<file path="src/rtl/instr_fetch.sv">
// Instruction fetch FSM: requests imem[pc], holds the returned word for issue, then steers pc.
// Latency: one FETCH cycle per imemReady plus one ISSUE cycle; backpressure via imemReady wait and stall hold.
module instr_fetch #(
    parameter logic [31:0] RESET_PC = 32'h00000000
) (
    input  logic        clk,
    input  logic        reset,
    output logic        imemReq,
    output logic [31:0] imemAddr,
    input  logic        imemReady,
    input  logic [31:0] imemData,
    output logic [5:0]  opCode,
    output logic [31:0] instr,
    output logic        instrValid,
    output logic [31:0] pcPlus4,
    input  logic        jump,
    input  logic        branch,
    input  logic        zero,
    input  logic [31:0] immExt,
    input  logic        stall,
    output logic [31:0] instCount
);

    typedef enum logic [1:0] {
        IDLE  = 2'd0,
        FETCH = 2'd1,
        ISSUE = 2'd2
    } state_t;

    state_t      state;
    state_t      nextState;
    logic [31:0] pc;
    logic [31:0] nextPc;
    logic [31:0] branchTarget;
    logic        capture;
    logic        retire;

    assign pcPlus4      = pc + 32'd4;
    assign branchTarget = pcPlus4 + (immExt << 2);
    assign capture      = (state == FETCH) && imemReady;
    assign retire       = (state == ISSUE) && !stall;

    // Jump outranks branch; every source keeps the low two bits zero.
    always_comb begin
        nextPc = pcPlus4;
        if (jump) begin
            nextPc = {pcPlus4[31:28], instr[25:0], 2'b00};
        end else if (branch && zero) begin
            nextPc = branchTarget;
        end
    end

    always_ff @(posedge clk) begin
        if (reset) begin
            state <= IDLE;
        end else begin
            state <= nextState;
        end
    end

    always_comb begin
        nextState = state;
        case (state)
            IDLE:    nextState = FETCH;
            FETCH:   if (imemReady) nextState = ISSUE;
            ISSUE:   if (!stall) nextState = FETCH;
            default: nextState = IDLE;
        endcase
    end

    always_comb begin
        imemReq    = (state == FETCH);
        instrValid = (state == ISSUE);
        imemAddr   = pc;
        // Undecoded opcode keeps downstream control quiet outside ISSUE.
        opCode     = instrValid ? instr[31:26] : 6'b111111;
    end

    always_ff @(posedge clk) begin
        if (reset) begin
            pc        <= {RESET_PC[31:2], 2'b00};
            instr     <= 32'h0;
            instCount <= 32'h0;
        end else begin
            if (capture) begin
                instr <= imemData;
            end
            if (retire) begin
                pc        <= nextPc;
                instCount <= instCount + 32'd1;
            end
        end
    end

endmodule

</file>
<file path="config.mk">
export PLATFORM = sky130hd
export DESIGN_NAME = instr_fetch
export DESIGN_NICKNAME = d
export VERILOG_FILES = /design/src/rtl/instr_fetch.sv
export SDC_FILE = /design/constraint.sdc
export NUM_CORES = 1
export LEC_CHECK = 0
export CAP_MARGIN = 0
export CORE_MARGIN = 3
export CORE_UTILIZATION = 47
export CTS_BUF_LIST = sky130_fd_sc_hd__clkbuf_16
export DETAILED_ROUTE_END_ITERATION = 12
export GPL_ROUTABILITY_DRIVEN = 0
export PLACE_DENSITY_LB_ADDON = 0.05
export SETUP_SLACK_MARGIN = 0.02
export SYNTH_ARGS = -nofsm -noshare
export SYNTH_HDL_FRONTEND = slang
export SYNTH_SLANG_ARGS = --single-unit
</file>
<file path="constraint.sdc">
create_clock -name clk -period 4.87 [get_ports clk]
set_input_delay 0.7305 -clock clk [delete_from_list [all_inputs] [get_ports clk]]
set_output_delay 0.7305 -clock clk [all_outputs]
set_load 0.03 [all_outputs]
</file>
==> impl_metrics.env <==
export IMPL_routed_via_density=5.475
export IMPL_port_buffers=200
export IMPL_worst_slew_pin_slew_ns=0.9911
export IMPL_coreArea_mm2=0.01282
export IMPL_row_count=41
export IMPL_stdcell_count=1182
export IMPL_synth_common_cells="142 x nand2_1, 96 x dfxtp_1, 86 x a21oi_1"
export IMPL_finalCritPeriodShare=0.8979
export IMPL_cts_setup_buffers=0
export IMPL_pre_cts_slack_ns=0.6187
export IMPL_end_kind="flop"
export IMPL_vias=6471
export IMPL_async_flop_share=0
export IMPL_syn_avg_cell_area_um2=7.571
export IMPL_grt_pass1_vias=5804
export IMPL_synth_seq_cells=96
export IMPL_r2r_cells=16
export IMPL_layout_drive_gt1_share=0.03069
export IMPL_clk_pin_slew_ns=0.07
export IMPL_synth_top_cell_by_area="dfxtp_1"
export IMPL_critPathKind="flop to flop"
export IMPL_wl_um=19080
export IMPL_drc_errors=0
export IMPL_fmax_ghz=0.2287
export IMPL_syn_inst=827
export IMPL_cts_tree="built"
export IMPL_grt_max_degree=66
export IMPL_crit_fanout=7
export IMPL_grt_usage=0.2504
export IMPL_ios=207
export IMPL_yosysMostFrequentCell="nand2_1"
export IMPL_min_period_ns=4.373
export IMPL_ys_flop_type="dfxtp_1"
export IMPL_status="completed"
export IMPL_ant_nets=0
export IMPL_min_path_type="flop to flop"
export IMPL_finalSetupViolations=0
export IMPL_ff_latch_area_mm2=0.001922
export IMPL_yosysTopAreaCellShare=0.3070
export IMPL_antenna_found_initial=0
export IMPL_drt_pass1_iterations=5
export IMPL_hold_start="instr[15]"
export IMPL_cts_inserted_buffers=9
export IMPL_drv_slew=0
export IMPL_yosysSeqAreaShare=0.3070
export IMPL_cts_hold_buf=0
export IMPL_cts_path_max_buffers=2
export IMPL_syn_area_mm2=0.006261
export IMPL_maxCapViolations=0
export IMPL_dp_cells=1166
export IMPL_nFillCells=1140
export IMPL_fp_dieW_um=121.4
export IMPL_cts_sinks=96
export IMPL_cts_root_buf="clkbuf_16"
export IMPL_skew_ns=0.006000
export IMPL_final_util=0.6755
export IMPL_area_delta_synth_final_pct=38.37
export IMPL_r2r_start="imemAddr[2]"
export IMPL_power_leakage_uw=0.003350
export IMPL_start_util=0.4882
export IMPL_arrival_ns=4.57
export IMPL_synth_edf_count=0
export IMPL_peakVddDrop_mv=0.1706
export IMPL_antenna_cells=0
export IMPL_synth_top_cells_by_area="dfxtp_1 31%, nand2_1 8.5%, ha_1 7.4%"
export IMPL_cts_max_level=3
export IMPL_rsz0062_at_grt="false"
export IMPL_ys_warn_count=0
export IMPL_hold_violations=0
export IMPL_multi_input_area_mm2=0.004144
export IMPL_crit_start="imemAddr[2]"
export IMPL_insertion_delay_ns=0.33
export IMPL_worst_ep_required_time_ns=5.07
export IMPL_setup_slack_ns=0.4972
export IMPL_fin_tns_setup_ns=0
export IMPL_drtIter0Drc=487
export IMPL_grt_pass1_wl_um=29900
export IMPL_post_cts_resized=0
export IMPL_wl_per_cell_um=16.14
export IMPL_final_nets=1114
export IMPL_slew_limit_headroom=0.3377
export IMPL_worstHoldPathCells=2
export IMPL_overflow=0
export IMPL_powerDensity_mw_per_mm2=221.3
export IMPL_dieHeight_um=121.4
export IMPL_detailed_place_hpwl_um=14540
export IMPL_synth_cell_types=62
export IMPL_fp_dieArea_mm2=0.01474
export IMPL_whs_ns=0.4686
export IMPL_setup_worst_path_start_class="flop"
## worst paths after layout
kind	to	slack (ns)
max	imemAddr[29]	0.50
min	instr[15]	0.47
max reg2reg	imemAddr[29]	0.50
min reg2reg	instr[15]	0.47
## per-stage QoR
step	cell area, µm²	power, µW
2_1_floorplan	6272	1067
3_3_place_gp	8368	1228
3_5_place_dp	8368	1229
4_1_cts	8663	1932
5_1_grt	8663	1995
6_report	8663	1917
## final cells by class
cell class | instances | area share
multi-input cells | 682 | 0.4783
repair buffers | 208 | 0.2374
flip-flops and latches | 96 | 0.2218
clock buffers | 9 | 0.02600
well taps | 172 | 0.02484
clock inverters | 7 | 0.008088
inverters | 8 | 0.003466
## where the power goes
| part | switching (µW) | total, µW | leakage [µW] | internal (µW) |
|---|---|---|---|---|
| combinational | 216 | 383 | 0.00243 | 167 |
| clock | 303 | 702 | 0.000146 | 399 |
| sequential | 25.4 | 832 | 0.000777 | 807 |
| total | 544 | 1920 | 0.00335 | 1370 |
## cells by family after synthesis
logic type      Yosys count  share of synthesized area
buf+inv                  52                    0.03437
fa+ha+maj                38                    0.07714
simple gates            348                     0.2586
compound gates          209                     0.2052
other cells               1                  0.0005989
mux                       5                   0.007994
flops                    96                     0.3070
xor+xnor                 78                     0.1091
## flip-flops by register name, summed over array words and instances (netlist names)
name       cells
imemAddr      30
instCount     32
instr         32
state          2
## per-layer routing
metal	track usage	vias to the layer above	wire length, µm
met5	0	-	0
met2	0.3786	248	8317
met4	0.05812	0	195
met3	0.07040	15	1811
met1	0.3541	2954	8754
li1	-	3254	-
## placed cells by master, fill, tap and decap left out, types with 20 or more instances in the layout
cell type	synthesis	final
a21o_1	20	20
a21oi_1	86	86
clkdlybuf4s50_1	0	199
dfxtp_1	96	96
ha_1	37	37
nand2_1	142	142
nand3_1	33	33
nor2_1	77	76
o21ai_0	31	31
xnor2_1	32	32
xor2_1	46	46
## worst max-delay path, cell delays in order (launching register included)
cell and delay, ns:
dfxtp_1 0.47, ha_1 0.26, nand4_1 0.19, nor2_1 0.44, nand2_1 0.14, nor2_1 0.15
xor2_1 0.30, ha_1 0.39, a21o_1 0.21, a21oi_1 0.13, o21ai_1 0.07, a221oi_1 0.48
a21oi_1 0.19, a2111oi_0 0.45, a21oi_1 0.10, mux2i_1 0.19, a21oi_1 0.08
No activity file was read; power rests on OpenSTA's default activity.
